===== config.mk =====
export PLATFORM = sky130hd
export DESIGN_NAME = video_dram_feeder
export DESIGN_NICKNAME = d
export VERILOG_FILES = /design/src/rtl/video_pkg.sv /design/src/rtl/video_slot_gen.sv /design/src/rtl/video_dram_feeder.sv
export SDC_FILE = /design/constraint.sdc
export NUM_CORES = 1
export LEC_CHECK = 0
export ABC_AREA = 1
export BUFFER_PORTS_ARGS = -buffer_cell sky130_fd_sc_hd__buf_2
export CAP_MARGIN = 20
export CELL_PAD_IN_SITES_DETAIL_PLACEMENT = 1
export CELL_PAD_IN_SITES_GLOBAL_PLACEMENT = 1
export CORE_MARGIN = 4
export CORE_UTILIZATION = 35
export DETAILED_ROUTE_END_ITERATION = 16
export HOLD_SLACK_MARGIN = 0.03
export MAX_ROUTING_LAYER = met4
export PLACE_DENSITY = 0.88
export SLEW_MARGIN = 10
export SYNTH_ARGS = -nofsm -noshare
export SYNTH_HDL_FRONTEND = slang
export SYNTH_SLANG_ARGS = --single-unit

===== constraint.sdc =====
create_clock -name clk -period 1.45 [get_ports clk]
set_clock_uncertainty 0.05 [all_clocks]
set_input_delay 0.29 -clock clk [delete_from_list [all_inputs] [get_ports clk]]
set_output_delay 0.29 -clock clk [all_outputs]
set_load 0.03 [all_outputs]

===== src/rtl/video_pkg.sv =====
// Shared widths, bandwidth codes and the slot-hit decode for the video DRAM feeder.
package video_pkg;

    localparam int VID_AW = 21;
    localparam int VID_DW = 16;

    localparam logic [1:0] BW_1_8 = 2'b00;
    localparam logic [1:0] BW_1_4 = 2'b01;
    localparam logic [1:0] BW_1_2 = 2'b10;

    // Code 2'b11 has no rate of its own and runs at the 1/2 rate.
    function automatic logic slot_hit(input logic [2:0] slot, input logic [1:0] bw);
        logic hit;
        case (bw)
            BW_1_8:  hit = (slot == 3'd0);
            BW_1_4:  hit = (slot[1:0] == 2'd0);
            default: hit = ~slot[0];
        endcase
        return hit;
    endfunction

endpackage


===== src/rtl/video_slot_gen.sv =====
// Eight-entry DRAM slot counter; flags when the upcoming cycle belongs to video.
module video_slot_gen
    import video_pkg::*;
(
    input  logic       clk,
    input  logic       rst_n,
    input  logic       cend,
    input  logic       video_go,
    input  logic [1:0] video_bw,
    output logic       video_slot
);

    logic [2:0] slot_ctr_q;
    logic [2:0] slot_ctr_d;
    logic [2:0] slot_next;

    always_comb begin
        slot_next  = slot_ctr_q + 3'd1;
        slot_ctr_d = cend ? slot_next : slot_ctr_q;
        video_slot = video_go && slot_hit(slot_next, video_bw);
    end

    // NOTE: state registers use non-blocking assignments so every flop samples pre-edge values.
    always_ff @(posedge clk or negedge rst_n) begin
        if (!rst_n) begin
            slot_ctr_q <= 3'd0;
        end else begin
            slot_ctr_q <= slot_ctr_d;
        end
    end

endmodule


===== src/rtl/video_dram_feeder.sv =====
// Video fetch responder in the DRAM arbiter: reserves slots, issues reads, strobes words back.
// Define VIDEO_ADDR_WRAP_EN to confine the address increment to the low WRAP_BITS bits.
module video_dram_feeder
    import video_pkg::*;
#(
    parameter int AW        = VID_AW,
    parameter int WRAP_BITS = 13
) (
    input  logic              clk,
    input  logic              rst_n,
    input  logic              cend,
    input  logic              pre_cend,
    input  logic              video_go,
    input  logic [1:0]        video_bw,
    input  logic              addr_load,
    input  logic [AW-1:0]     addr_base,
    output logic              vid_req,
    output logic [AW-1:0]     vid_addr,
    input  logic              dram_rdstb,
    input  logic [VID_DW-1:0] dram_rddata,
    output logic              video_strobe,
    output logic [VID_DW-1:0] video_data,
    output logic              video_slot,
    output logic              vid_err
);

`ifdef VIDEO_ADDR_WRAP_EN
    localparam bit ADDR_WRAP = 1'b1;
`else
    localparam bit ADDR_WRAP = 1'b0;
`endif
    localparam logic [AW-1:0] LOW_MASK = (AW'(1) << WRAP_BITS) - AW'(1);
    // Bits allowed to change on increment; the rest are held.
    localparam logic [AW-1:0] INC_MASK = ADDR_WRAP ? LOW_MASK : '1;

    logic              vid_req_q,      vid_req_d;
    logic [AW-1:0]     vaddr_q,        vaddr_d;
    logic              pending_q,      pending_d;
    logic              video_strobe_q, video_strobe_d;
    logic [VID_DW-1:0] video_data_q,   video_data_d;
    logic              vid_err_q,      vid_err_d;
    logic [AW-1:0]     vaddr_inc;
    logic              rd_hit;

    video_slot_gen u_slot_gen (
        .clk        (clk),
        .rst_n      (rst_n),
        .cend       (cend),
        .video_go   (video_go),
        .video_bw   (video_bw),
        .video_slot (video_slot)
    );

    // NOTE: every signal gets a default at the top of the block so no latch can be inferred.
    always_comb begin
        vaddr_inc      = (vaddr_q & ~INC_MASK) | ((vaddr_q + AW'(1)) & INC_MASK);
        rd_hit         = dram_rdstb && pre_cend;
        vid_req_d      = vid_req_q;
        vaddr_d        = vaddr_q;
        pending_d      = pending_q;
        video_strobe_d = 1'b0;
        video_data_d   = video_data_q;
        vid_err_d      = vid_err_q;

        if (cend) begin
            vid_req_d = video_slot;
            if (vid_req_q) begin
                pending_d = 1'b1;
                vaddr_d   = vaddr_inc;
                if (pending_q) begin
                    vid_err_d = 1'b1;
                end
            end
        end

        // pre_cend and cend never coincide, so this cannot fight the grant above.
        if (rd_hit) begin
            if (pending_q) begin
                video_data_d   = dram_rddata;
                video_strobe_d = 1'b1;
                pending_d      = 1'b0;
            end else begin
                vid_err_d = 1'b1;
            end
        end

        if (addr_load) begin
            vaddr_d = addr_base;
        end
    end

    always_ff @(posedge clk or negedge rst_n) begin
        if (!rst_n) begin
            vid_req_q      <= 1'b0;
            vaddr_q        <= '0;
            pending_q      <= 1'b0;
            video_strobe_q <= 1'b0;
            video_data_q   <= '0;
            vid_err_q      <= 1'b0;
        end else begin
            vid_req_q      <= vid_req_d;
            vaddr_q        <= vaddr_d;
            pending_q      <= pending_d;
            video_strobe_q <= video_strobe_d;
            video_data_q   <= video_data_d;
            vid_err_q      <= vid_err_d;
        end
    end

    assign vid_req      = vid_req_q;
    assign vid_addr     = vaddr_q;
    assign video_strobe = video_strobe_q;
    assign video_data   = video_data_q;
    assign vid_err      = vid_err_q;

endmodule


==> insert_results.sql <==
INSERT INTO impl_metrics (metric_group, metric, value, unit) VALUES
('run_status', 'run_status', 'finished, violations left', ''),
('run_status', 'violations_in_the_final_reports', 'setup timing', ''),
('floorplan', 'boundaryPins', '87', ''),
('sta', 'fmaxAchievable', '562', 'MHz'),
('sta', 'final_min_period_over_clock_period', '123', '%'),
('floorplan', 'die_height', '91.4', 'um'),
('floorplan', 'floorplan.core_area', '6790', 'um2'),
('cts', 'clock_latency', '310', 'ps'),
('layout', 'area_growth_syn_to_fin', '37.4', '%'),
('worst_setup_path', 'crit_arrival', '1440', 'ps'),
('grt', 'grt_max_degree', '45', ''),
('sta', 'finalHoldViolCount', '0', ''),
('place', 'finalWeightedCongestion', '0.825', ''),
('sta', 'finalMaxSlewViolations', '0', ''),
('power_and_ir_drop', 'power.leakage', '1.79', 'nW'),
('grt', 'first_pass_grt_wire_length', '13000', 'um'),
('cts', 'cts_root_buffer', 'sky130_fd_sc_hd__clkbuf_8', ''),
('sta', 'post-route-min-period', '1780', 'ps'),
('min_path', 'timing.hold.worst.class', 'primary input to register', ''),
('place', 'post-place-ws', '-125', 'ps'),
('layout', 'final_cell_count_no_fill', '536', ''),
('cts', 'cts_num_sinks', '44', ''),
('power_and_ir_drop', 'cellPowerDensity', '1470', 'nW/um2'),
('worst_setup_path', 'setup.worst_path.class', 'register to output pin', ''),
('grt', 'grt_antenna_before_repair', '0', ''),
('cts', 'clock_tree.buffer_depth', '2', ''),
('sta', 'post-route-worst-setup-slack', '-328', 'ps'),
('layout', 'layout_commonest_cell', 'sky130_fd_sc_hd__nand2_1', ''),
('synthesis', 'ys.warnings.count', '0', ''),
('floorplan', 'starting_density_of_the_core', '35.8', '%'),
('grt', 'grt_pass1_vias', '2737', ''),
('detailed_routing', 'drtAntennaViolNets', '0', ''),
('sta', 'rsz_0062_raised_after_global_routing', 'true', ''),
('place', 'dp.cells', '522', ''),
('layout', 'layout.cell_area.non_filler', '3350', 'um2'),
('layout', 'final_net_count', '488', ''),
('synthesis', 'synth_sequential_area_ratio', '45.2', '%'),
('synthesis', 'ys_seq_elements', '44', ''),
('layout', 'num_antenna_cells', '0', ''),
('grt', 'gr-usage-all-layers', '19.5', '%'),
('cts', 'htree_levels', '2', ''),
('place', 'instance_area_at_placement', '3100', 'um2'),
('floorplan', 'num_rows', '30', ''),
('worst_setup_path', 'endpoint_kind', 'output pin', ''),
('cts', 'cts_tree', 'yes', ''),
('layout', 'layout.cells.most_common_list', 'sky130_fd_sc_hd__nand2_1 (137), sky130_fd_sc_hd__buf_2 (82), sky130_fd_sc_hd__dfrtp_1 (36)', ''),
('worst_setup_path', 'crit_path_max_fanout', '2', ''),
('power_and_ir_drop', 'vdd_drop_max', '0.773', 'mV'),
('synthesis', 'synthesis.nets', '380', ''),
('detailed_routing', 'drt_first_pass_iters', '4', ''),
('cts', 'clk_transition_reported_paths', '90', 'ps'),
('grt', 'overflow', '0', ''),
('layout', 'drive_gt1_share', '34.8', '%'),
('floorplan', 'die_x', '91.4', 'um'),
('sta', 'setup_violations', '1', ''),
('flow_run', 'max-cap-violations', '0', ''),
('synthesis', 'synthesis.instances', '331', ''),
('detailed_routing', 'detail_route.wirelength', '7770', 'um'),
('synthesis', 'mappedNetlistArea', '2430', 'um2'),
('cts', 'tritoncts.num_buffers', '5', ''),
('sta', 'worst_slew_margin_rel', '77.3', '%'),
('detailed_routing', 'route.detailed.drc', '0', ''),
('place', 'port_buffers', '86', ''),
('detailed_routing', 'route.vias.total', '2557', ''),
('sta', 'tightestPinTransition', '337', 'ps'),
('worst_setup_path', 'cp_data_required_time', '1110', 'ps'),
('synthesis', 'synth_cell_types', '26', ''),
('worst_setup_path', 'worstSetupStartpointType', 'register', ''),
('floorplan', 'die_area', '8350', 'um2'),
('detailed_routing', 'avgViaCountPerCell', '4.77', ''),
('place', 'sum_of_net_half_perimeters_after_detailed_placement', '5890', 'um'),
('detailed_routing', 'drt_first_iter_violations', '77', ''),
('synthesis', 'post_synth.cell_area_avg', '7.36', 'um2'),
('detailed_routing', 'routedWlPerCell', '14.5', 'um');
==> metal layers <==
metal  up-vias  routed length [um]  global-route usage, %
met5         -                   0                      -
li1       1256                   -                      -
met2        58                4020                   34.5
met3        16                 284                   2.57
met4         0                 169                   5.65
met1      1227                3290                   23.1
==> where the power goes <==
part           switching (W)  leakage [nW]  total (W)  internal, W
registers           0.000283         0.528    0.00187      0.00158
logic                0.00136          1.21    0.00206     0.000696
clock network       0.000482        0.0548    0.00100     0.000520
==> repair_timing <==
item / in CTS / in global routing
endpoints found under the hold margin: 44 / 0
pin swaps: 4 / 6
resized for setup: 7 / 20
buffers inserted: 1 / 4
hold buffers: 1 / 0
endpoints found under the setup margin: 4 / 17
==> worst paths after layout <==
| path | from | to | slack (ps) | depth (start not counted) |
|---|---|---|---|---|
| max | u_slot_gen.slot_ctr_q[0] | video_slot | -330 | 5 |
| min | dram_rddata[12] | video_data[12] | 130 | 3 |
| max reg2reg | vid_addr[0] | vid_addr[12] | 80 | 8 |
| min reg2reg | video_data[13] | video_data[13] | 420 | 2 |
| max in group asynchronous | rst_n | vid_addr[12] | 660 | 3 |
| min in group asynchronous | rst_n | vid_err | 460 | 3 |
==> worst max-delay path: stages (launching register included) <==
cell	delay, ps
sky130_fd_sc_hd__dfrtp_1	400
sky130_fd_sc_hd__ha_2	210
sky130_fd_sc_hd__xnor2_2	170
sky130_fd_sc_hd__o21ai_2	80
sky130_fd_sc_hd__a21oi_2	130
sky130_fd_sc_hd__buf_6	140
==> registers in the layout (all words and copies together) (netlist names) <==
| signal | count |
|---|---|
| video_strobe | 1 |
| video_data | 16 |
| vid_err | 1 |
| u_slot_gen.slot_ctr_q | 3 |
| pending_q | 1 |
| vid_addr | 21 |
| vid_req | 1 |
==> synth_stat cells (all sizes together) <==
library cell  number  share of area [%]
buf                6                1.5
nand2            142                 23
xnor2              2               0.72
nand3b             1               0.31
o211ai             5                1.5
nand4              7                1.8
or2                1               0.26
inv               38                5.9
ha                 3                1.5
o21bai             2               0.62
nand3             30                6.2
a31oi              2               0.51
nor2              28                6.6
dfrtp             44                 45
xor2               3                1.1
a21oi              2               0.41
o21ai             14                2.9
a22o               1               0.36
==> layout make-up <==
type                       instances  area [um2]
clock inverter                     3        46.3
fill                             901        3450
inverter                          38         143
timing repair buffer             107         624
clock buffer                       5        68.8
sequential                        44        1110
tap                               96         120
multi-input combinational        243        1230
==> per-stage QoR <==
step,utilization (%),power (W),hold WS [ps],setup TNS [ps]
global route,49.2,0.00523,133,-538
finish,49.2,0.00493,129,-328
global placement,45.7,0.00374,237,-66.0
floorplan,-,0.00309,-55.6,-79.7
CTS,48.0,0.00492,126,-330
detailed placement,45.7,0.00384,239,-125
==> cell families (layout without fill, tap and decap cells) <==
logic type	count (synthesis)	in the layout	share of synthesized area (%)
xor+xnor	5	5	1.80
simple gates	209	209	37.8
buf+inv	44	153	7.35
compound gates	26	26	6.32
flops	44	44	45.2
fa+ha+maj	3	3	1.54
No activity file was read; power rests on OpenSTA's default activity.
